## config.mk

```make
export PLATFORM = sky130hd
export DESIGN_NAME = cpu_rdygen_mc_flat
export DESIGN_NICKNAME = d
export VERILOG_FILES = /design/src/rtl/cpu_bus_pkg.sv /design/src/rtl/cpu_rdygen_mc_if.sv /design/src/rtl/rdy_wait_cnt.sv /design/src/rtl/cpu_rdygen_mc.sv /design/src/flat_wrapper.sv
export SDC_FILE = /design/constraint.sdc
export NUM_CORES = 1
export LEC_CHECK = 0
export ABC_AREA = 0
export BUFFER_PORTS_ARGS = -buffer_cell sky130_fd_sc_hd__buf_2
export CORE_MARGIN = 5
export CORE_UTILIZATION = 25
export CTS_BUF_LIST = sky130_fd_sc_hd__clkbuf_8
export DETAILED_ROUTE_END_ITERATION = 7
export SYNTH_ARGS = -nofsm -noshare
export SYNTH_HDL_FRONTEND = slang
export SYNTH_SLANG_ARGS = --single-unit
```

## constraint.sdc

```tcl
create_clock -name clk -period 2.6 [get_ports clk]
set_clock_uncertainty 0.1 [all_clocks]
set_input_delay 0.65 -clock clk [delete_from_list [all_inputs] [get_ports clk]]
set_output_delay 0.65 -clock clk [all_outputs]
set_load 0.02 [all_outputs]
```

## src/rtl/cpu_bus_pkg.sv

```systemverilog
// Shared definitions for the CPU ready generator: FSM encoding, timeout data
// default and a constant-safe clog2.
package cpu_bus_pkg;

    typedef enum logic [1:0] {
        StIdle,
        StWait,
        StRdy
    } rdy_state_e;

    localparam logic [63:0] TmoDataAllOnes = '1;

    // Never returns 0 so it can size a vector directly.
    function automatic int unsigned clog2(input int unsigned val);
        int unsigned r;
        r = 0;
        while ((64'd1 << r) < 64'(val)) begin
            r++;
        end
        return (r == 0) ? 1 : r;
    endfunction

endpackage

```

## src/rtl/cpu_rdygen_mc_if.sv

```systemverilog
// CPU-side and slave-side access signals of the multi-channel ready generator.
interface cpu_rdygen_mc_if #(
    parameter int unsigned NCH = 4,
    parameter int unsigned SW  = 2,
    parameter int unsigned DW  = 16
);
    logic              pce_;
    logic [SW-1:0]     csel;
    logic [NCH-1:0]    rdyin;
    logic [NCH*DW-1:0] rdin;
    logic              rdyout;
    logic [DW-1:0]     rdout;

    modport master (
        output pce_, csel, rdyin, rdin,
        input  rdyout, rdout
    );

    modport slave (
        input  pce_, csel, rdyin, rdin,
        output rdyout, rdout
    );
endinterface

```

## src/rtl/rdy_wait_cnt.sv

```systemverilog
// Access-cycle counter that saturates at TMO_CYC and flags the minimum-wait
// and timeout thresholds.
module rdy_wait_cnt #(
    parameter int unsigned CW       = 8,
    parameter int unsigned MIN_WAIT = 0,
    parameter int unsigned TMO_CYC  = 255
) (
    input  logic clk,
    input  logic rst,
    input  logic clr,
    input  logic en,
    output logic min_ok,
    output logic tmo_hit
);
    logic [CW-1:0] cnt_q, cnt_d;

    always_comb begin
        cnt_d = cnt_q;
        if (clr) begin
            cnt_d = '0;
        end else if (en && (cnt_q != CW'(TMO_CYC))) begin
            cnt_d = cnt_q + CW'(1);
        end
    end

    always_ff @(posedge clk) begin
        if (rst) begin
            cnt_q <= '0;
        end else begin
            cnt_q <= cnt_d;
        end
    end

    assign tmo_hit = (cnt_q == CW'(TMO_CYC));

    // A zero threshold is always met; avoids a constant unsigned compare.
    if (MIN_WAIT == 0) begin : g_nomin
        assign min_ok = 1'b1;
    end else begin : g_min
        assign min_ok = (cnt_q >= CW'(MIN_WAIT));
    end
endmodule

```

## src/rtl/cpu_rdygen_mc.sv

```systemverilog
// Multi-channel CPU ready stretcher: selects one slave per access, enforces a
// minimum wait, holds ready/data sticky until pce_ rises, times out if silent.
module cpu_rdygen_mc
    import cpu_bus_pkg::*;
#(
    parameter int unsigned    NCH      = 4,
    parameter int unsigned    SW       = 2,
    parameter int unsigned    DW       = 16,
    parameter int unsigned    MIN_WAIT = 0,
    parameter int unsigned    TMO_CYC  = 255,
    parameter logic [DW-1:0]  TMO_DATA = TmoDataAllOnes[DW-1:0]
) (
    input  logic          clk,
    input  logic          rst,
    cpu_rdygen_mc_if.slave bus,
    output logic          tmo_err,
    output logic          tmo_flag,
    output logic [SW-1:0] tmo_ch,
    input  logic          tmo_clr
);
    localparam int unsigned CW = clog2(TMO_CYC + 1);

    rdy_state_e    state_q, state_d;
    logic [SW-1:0] sel_q, sel_d;
    logic          pend_q, pend_d;
    logic [DW-1:0] hold_q, hold_d;
    logic          rdyout_q, rdyout_d;
    logic [DW-1:0] rdout_q, rdout_d;
    logic          tmo_err_q, tmo_err_d;
    logic          tmo_flag_q, tmo_flag_d;
    logic [SW-1:0] tmo_ch_q, tmo_ch_d;

    logic          cnt_clr, cnt_en, min_ok, tmo_hit;
    logic          sel_rdy;
    logic [DW-1:0] sel_data;

    rdy_wait_cnt #(
        .CW       (CW),
        .MIN_WAIT (MIN_WAIT),
        .TMO_CYC  (TMO_CYC)
    ) u_cnt (
        .clk     (clk),
        .rst     (rst),
        .clr     (cnt_clr),
        .en      (cnt_en),
        .min_ok  (min_ok),
        .tmo_hit (tmo_hit)
    );

    // Selects beyond NCH match no channel and so never see ready.
    always_comb begin
        sel_rdy  = 1'b0;
        sel_data = '0;
        for (int unsigned i = 0; i < NCH; i++) begin
            if (SW'(i) == sel_q) begin
                sel_rdy  = bus.rdyin[i];
                sel_data = bus.rdin[i*DW +: DW];
            end
        end
    end

    always_comb begin
        state_d    = state_q;
        sel_d      = sel_q;
        pend_d     = pend_q;
        hold_d     = hold_q;
        rdyout_d   = rdyout_q;
        rdout_d    = rdout_q;
        tmo_err_d  = 1'b0;
        tmo_flag_d = tmo_flag_q & ~tmo_clr;
        tmo_ch_d   = tmo_ch_q;
        cnt_clr    = 1'b0;
        cnt_en     = 1'b0;

        if (bus.pce_) begin
            state_d  = StIdle;
            rdyout_d = 1'b0;
            pend_d   = 1'b0;
        end else begin
            unique case (state_q)
                StIdle: begin
                    sel_d   = bus.csel;
                    pend_d  = 1'b0;
                    cnt_clr = 1'b1;
                    state_d = StWait;
                end
                StWait: begin
                    cnt_en = 1'b1;
                    if (sel_rdy && !pend_q) begin
                        pend_d = 1'b1;
                        hold_d = sel_data;
                    end
                    // Ready wins over a coincident timeout.
                    if ((pend_q || sel_rdy) && min_ok) begin
                        state_d  = StRdy;
                        rdyout_d = 1'b1;
                        rdout_d  = pend_q ? hold_q : sel_data;
                    end else if (tmo_hit && !pend_q && !sel_rdy) begin
                        state_d    = StRdy;
                        rdyout_d   = 1'b1;
                        rdout_d    = TMO_DATA;
                        tmo_err_d  = 1'b1;
                        tmo_flag_d = 1'b1;
                        tmo_ch_d   = sel_q;
                    end
                end
                StRdy: begin
                end
                default: state_d = StIdle;
            endcase
        end
    end

    always_ff @(posedge clk) begin
        if (rst) begin
            state_q    <= StIdle;
            sel_q      <= '0;
            pend_q     <= 1'b0;
            hold_q     <= '0;
            rdyout_q   <= 1'b0;
            rdout_q    <= '0;
            tmo_err_q  <= 1'b0;
            tmo_flag_q <= 1'b0;
            tmo_ch_q   <= '0;
        end else begin
            state_q    <= state_d;
            sel_q      <= sel_d;
            pend_q     <= pend_d;
            hold_q     <= hold_d;
            rdyout_q   <= rdyout_d;
            rdout_q    <= rdout_d;
            tmo_err_q  <= tmo_err_d;
            tmo_flag_q <= tmo_flag_d;
            tmo_ch_q   <= tmo_ch_d;
        end
    end

    assign bus.rdyout = rdyout_q;
    assign bus.rdout  = rdout_q;
    assign tmo_err    = tmo_err_q;
    assign tmo_flag   = tmo_flag_q;
    assign tmo_ch     = tmo_ch_q;
endmodule
```

## src/flat_wrapper.sv

```systemverilog
// flat-port wrapper written by rule: the top's interface ports become plain ports
module cpu_rdygen_mc_flat import cpu_bus_pkg::*;
#(
    parameter int unsigned    NCH      = 4,
    parameter int unsigned    SW       = 2,
    parameter int unsigned    DW       = 16,
    parameter int unsigned    MIN_WAIT = 0,
    parameter int unsigned    TMO_CYC  = 255,
    parameter logic [DW-1:0]  TMO_DATA = TmoDataAllOnes[DW-1:0]
)
  (clk, rst, tmo_err, tmo_flag, tmo_ch, tmo_clr, bus_pce_, bus_csel, bus_rdyin, bus_rdin, bus_rdyout, bus_rdout);
  cpu_rdygen_mc_if #(.NCH(NCH), .SW(SW), .DW(DW)) bus_i ();
  input  logic clk;
  input  logic rst;
  output logic tmo_err;
  output logic tmo_flag;
  output logic [SW-1:0] tmo_ch;
  input  logic tmo_clr;
  input wire logic [$bits(bus_i.pce_)-1:0] bus_pce_;
  input wire logic [$bits(bus_i.csel)-1:0] bus_csel;
  input wire logic [$bits(bus_i.rdyin)-1:0] bus_rdyin;
  input wire logic [$bits(bus_i.rdin)-1:0] bus_rdin;
  output wire logic [$bits(bus_i.rdyout)-1:0] bus_rdyout;
  output wire logic [$bits(bus_i.rdout)-1:0] bus_rdout;
  assign bus_i.pce_ = bus_pce_;
  assign bus_i.csel = bus_csel;
  assign bus_i.rdyin = bus_rdyin;
  assign bus_i.rdin = bus_rdin;
  assign bus_rdyout = bus_i.rdyout;
  assign bus_rdout = bus_i.rdout;
  cpu_rdygen_mc #(.NCH(NCH), .SW(SW), .DW(DW), .MIN_WAIT(MIN_WAIT), .TMO_CYC(TMO_CYC), .TMO_DATA(TMO_DATA)) u_core (.clk(clk), .rst(rst), .bus(bus_i), .tmo_err(tmo_err), .tmo_flag(tmo_flag), .tmo_ch(tmo_ch), .tmo_clr(tmo_clr));
endmodule
```

# [Word level (Yosys, flattened, before mapping)]
# Cells that the tools add are included.
[totals] inputBits=74 reg_bits=50 out_inout_bits=21
[classes] n_eq_ne=9 muxes=27 n_addsub=1 bitwise_logic=6 n_reduce_logical=21
[ops] op="$mux W16" n=7
[ops] op="$mux W1" n=16
[ops] op="$add A8 B1 Y8 const B" n=1
[ops] op="$eq A8 B8 Y1 const B" n=1
[ops] op="$ne A8 B8 Y1 const B" n=1
[ops] op="$reduce_and A2 Y1" n=4
[ops] op="$pmux W2 S3" n=1
[ops] op="$reduce_and A3 Y1" n=2
[ops] op="$not A1 Y1" n=5
[ops] op="$eq A2 B2 Y1 const A" n=2
[ops] op="$logic_and A1 B1 Y1" n=4
[ops] op="$logic_not A2 Y1" n=2
[ops] op="$mux W2" n=2
[ops] op="$reduce_and A4 Y1" n=1
[ops] op="$reduce_bool A2 Y1" n=2
[ops] op="$reduce_or A2 Y1" n=2
[ops] op="$reduce_or A4 Y1" n=1
[ops] op="$ne A3 B1 Y1 const B" n=1
[ops] op="$eq A1 B2 Y1 const A" n=1
[ops] op="$eq A2 B1 Y1 const B" n=1
[ops] op="$eq A2 B2 Y1 const B" n=1
[ops] op="$logic_not A1 Y1" n=2
[ops] op="$ne A2 B1 Y1 const B" n=1
[ops] op="$pmux W1 S2" n=1
[ops] op="other kinds (2)" n=2

# [Depth between registers and ports, before layout]
[depth] word_depth=11 mapped_depth=7 mapped_depth_nobuf=5

# [Hierarchy]
# Synthesis repeated with hierarchy kept, for this count alone.
[unflattened] cells_unflattened=241 hier_area_um2=2690.1
[modules_own_cells] mod="cpu_rdygen_mc" seq_area_each_um2=840.8 cells_each=194 area_each_um2=2253.4 n_inst=1
[modules_own_cells] mod="rdy_wait_cnt" seq_area_each_um2=160.2 cells_each=47 area_each_um2=436.7 n_inst=1

# [Least setup slack after synthesis]
# OpenSTA, ideal clock, no wires.
[synth_timing] kind="input to register" startpoint="in bus_rdyin[3]" endpoint="reg u_core.tmo_ch_q[1], in the netlist u_core.tmo_ch[1]" path_stages=4 slack_ns=0.481 t_required_ns=2.366 t_arrival_ns=1.885 n_path_buf=0 cell_sequence="mux4_2 -> or4_4 -> nand2_1 -> a21oi_1"
[synth_via] elab_chain_cells=4
[synth_rtl] item="from (decl)" line="flat_wrapper.sv:21" rtl="input wire logic [$bits(bus_i.rdyin)-1:0] bus_rdyin;"
[synth_rtl] item="$mux W1 *" line="cpu_rdygen_mc.sv:55" rtl="if (SW'(i) == sel_q) begin"
[synth_rtl] item="$logic_not A1 Y1 / $logic_or A1 B1 Y1 (equally long branches)" line="cpu_rdygen_mc.sv:98, cpu_rdygen_mc.sv:94"
[synth_rtl] item="$logic_and A1 B1 Y1 / $not A1 Y1 (equally long branches)"
[synth_rtl] item="$reduce_and A4 Y1 (no line) *"
[synth_rtl] item="to (signal assigned)" line="cpu_rdygen_mc.sv:134" rtl="tmo_ch_q <= tmo_ch_d;"
[synth_rtl] item="to (decl)" line="cpu_rdygen_mc.sv:31" rtl="logic [SW-1:0] tmo_ch_q, tmo_ch_d;"
# Mark *: on every way between the ends. The rest lies on a longest branch, timed or not.
# A chain may end at the register's enable or synchronous reset.

# [Worst setup path after layout]
[layout_timing] startpoint="in bus_rdyin[3]" endpoint="reg u_core.rdout_q[10], in the netlist u_core.bus.rdout[10]"
[layout_via] elab_chain_cells=5
[layout_rtl] item="$mux W1 *" line="cpu_rdygen_mc.sv:55"
[layout_rtl] item="$logic_not A1 Y1" line="cpu_rdygen_mc.sv:98" rtl="end else if (tmo_hit && !pend_q && !sel_rdy) begin"
[layout_rtl] item="$logic_and A1 B1 Y1" line="cpu_rdygen_mc.sv:98"
[layout_rtl] item="$reduce_bool A2 Y1 (no line)"
[layout_rtl] item="$reduce_and A3 Y1 (no line)"
[layout_rtl] item="to (signal assigned)" line="cpu_rdygen_mc.sv:131" rtl="rdout_q <= rdout_d;"
[layout_rtl] item="to (decl)" line="cpu_rdygen_mc.sv:28" rtl="logic [DW-1:0] rdout_q, rdout_d;"
# Marks and branches as above.

==> out/summary.txt <==
outcome -> complete, no violations
slew margin rel. -> 57.7%
MaxCap Viol Count -> 0
Iter 0 DRT Violations -> 140
slowest stage delay, CP -> 0.56 ns
number of synthesized flops with an enable pin -> 0
clk_lat worst skew -> 0.31 ns
average wire per standard cell -> 15.5 um
Critical Path Source Type -> input port
post-synth top area share -> 37.5%
IO Count -> 95
total global routing overflow -> 0
syn avg cell area -> 9.94 um^2
Layout area overhead -> 26.3%
antenna cell count -> 0
Final nets -> 434
most frequent cells in the layout -> buf_2, dfxtp_1, nor2_1
GP Congestion -> 0.775
Pleak -> 1.39 nW
first-pass GRT wire length -> 12400 um
# port buffers -> 94
Vias/cell -> 4.79
most common cell after layout, fill and taps aside -> buf_2
Slew Limit Fails -> 0
Num Clock Sinks -> 50
worst slew pin tran -> 0.635 ns
Die Height -> 113 um
RSZ-0062 raised after global routing -> no
worst hold path class -> flop to flop
cell taking the most area after synthesis -> dfxtp_1
vias in the first global route -> 2421
leading post-synthesis cells by cell area -> dfxtp_1, mux4_2, mux2i_1
worst path required time -> 2.68 ns
CORE AREA -> 0.0104 mm^2
Hold Buf Count CTS -> 0
count of final setup violators -> 0
dpl cell area -> 0.00328 mm^2
Syn Inst Count -> 269
sequential fraction of the synthesis area -> 37.5%
period utilisation layout -> 79.8%
largest net degree at the start of global routing -> 30
final hold viol count -> 0
Root Buffer -> clkbuf_8
initial antenna violation count -> 0
final core occ -> 32.5%
ys flop type -> dfxtp_1
DRC viols -> 0
Critical Path End Type -> flop
Initial DRT Pass Iterations -> 4
die area -> 0.0129 mm^2
setup tns final -> 0 ns
VDD IR max -> 0.000229 V
pre-CTS setup slack -> 0.214 ns
H-tree levels -> 2
Fillers -> 1092
R2R Setup Slk -> 0.56 ns
Global Route Usage Sum -> 12.0%
Seq pwr share -> 50.2%
CP Class -> input port to flop
Syn Nets -> 344
Crit Path Max Fanout -> 17
Num CTS Buffers -> 5
die width -> 113 um
final WL -> 7680 um
Slowest cell on crit path -> mux4_2
Synth Cell Area -> 0.00267 mm^2
hpwl dp -> 5700 um
fmax -> 0.482 GHz
crit path time final -> 2.08 ns
Detail Route Antenna Nets -> 0
async set-reset flop share out of synthesis -> 0%
Comb pwr share -> 19.9%
Starting Density -> 25.8%
Clock Tree Buf Depth -> 2
Seq cells post-synth -> 50
YS warnings -> 0
Switching Power -> 0.464 mW
pwr/cell area -> 472 mW/mm^2
crit path DAT -> 2.15 ns
fin area -> 0.00337 mm^2
Sw Share -> 29.1%
clock slew at reported path FFs -> 0.10 ns
CP Cell Sequence -> buf_2 -> mux4_2 -> a211o_1 -> o2111ai_1 -> a21oi_1
clock network power share -> 29.9%
CTS tree -> done
Setup Fix Bufs, Post-CTS -> 0
final worst slack -> 0.524 ns
Synth cell types -> 47
PostCTS Resize Cnt -> 0
row cnt -> 37
P_int -> 1.13 mW
share of post-route cells with drive strength above 1 -> 39.4%
DR vias -> 2377
## per-layer routing
metal	GRT usage [%]	vias up	part of all wire (%)	wire [um]
met1	15.7	1129	44	3370
met3	4.30	5	8.7	672
met5	0	-	0	0
met2	19.0	67	46	3560
met4	3.04	0	1.0	77
li1	-	1176	-	-
## power by group through the flow
stage               clock network, mW  logic, mW  registers [mW]
finish                          0.476      0.317           0.799
global placement                    0      0.315           0.816
global route                    0.520      0.352           0.803
detailed placement                  0      0.320           0.817
floorplan                           0      0.194           0.827
CTS                             0.488      0.322           0.800
## through the flow
stage	total power [mW]	hold WS (ns)	cells
final	1.59	0.360	496
after global routing	1.67	0.383	496
after CTS	1.61	0.364	496
after detailed placement	1.14	0.349	488
after global placement	1.13	0.346	488
after floorplan	1.02	0.355	269
## Yosys cell counts, drive strengths merged (3+ instances only)
cell	number
a21oi	21
mux2i	20
buf	13
nand2b	15
mux2	7
inv	4
o21ai	20
or2	3
mux4	15
nor2b	3
o2111ai	15
nor2	28
clkbuf	10
nand2	10
xor2	4
dfxtp	50
## final cells by class
type	count	area [um^2]	share of cell area, %
Timing Repair Buffer	106	561	16.6
Tap cell	136	170	5.04
Clock buffer	5	68.8	2.04
Clock inverter	3	23.8	0.704
Multi-Input combinational cell	192	1540	45.5
Sequential cell	50	1000	29.7
Inverter	4	15.0	0.445
## state kept, by name (all words and copies together), names as in the netlist
register and cells:
u_core.bus.rdout 16, u_core.bus.rdyout 1, u_core.hold_q 16, u_core.pend_q 1
u_core.sel_q 2, u_core.state_q 2, u_core.tmo_ch 2, u_core.tmo_err 1
u_core.tmo_flag 1, u_core.u_cnt.cnt_q 8
## cell families (layout without fill, tap and decap cells)
group | Yosys count | in the layout | synth area share (%)
AOI/OAI and AO/OA | 67 | 67 | 17.0
xor gates and xnor gates | 6 | 6 | 1.97
adders and majority gates | 1 | 1 | 0.468
buffers and inverters | 27 | 118 | 5.29
DFF | 50 | 50 | 37.5
muxes | 42 | 42 | 23.1
and+or+nand+nor | 76 | 76 | 14.7
## worst max-delay path: cells and delay by family
| family | cells | cell delay [ns] |
|---|---|---|
| buf+inv | 1 | 0.11 |
| compound gates | 3 | 0.82 |
| mux | 1 | 0.56 |
## path summary, 6_finish.rpt
| kind | start | endpoint | cells after the start |
|---|---|---|---|
| hold reg to reg | u_core.tmo_ch[1]$_SDFFE_PP0P_ | u_core.tmo_ch[1]$_SDFFE_PP0P_ | 2 |
| hold / removal | u_core.tmo_ch[1]$_SDFFE_PP0P_ | u_core.tmo_ch[1]$_SDFFE_PP0P_ | 2 |
| setup reg to reg | u_core.sel_q[0]$_SDFFE_PP0P_ | u_core.bus.rdout[10]$_SDFFE_PP0P_ | 4 |
| setup / recovery | bus_rdyin[3] | u_core.bus.rdout[10]$_SDFFE_PP0P_ | 5 |
No activity file was read; power rests on OpenSTA's default activity.
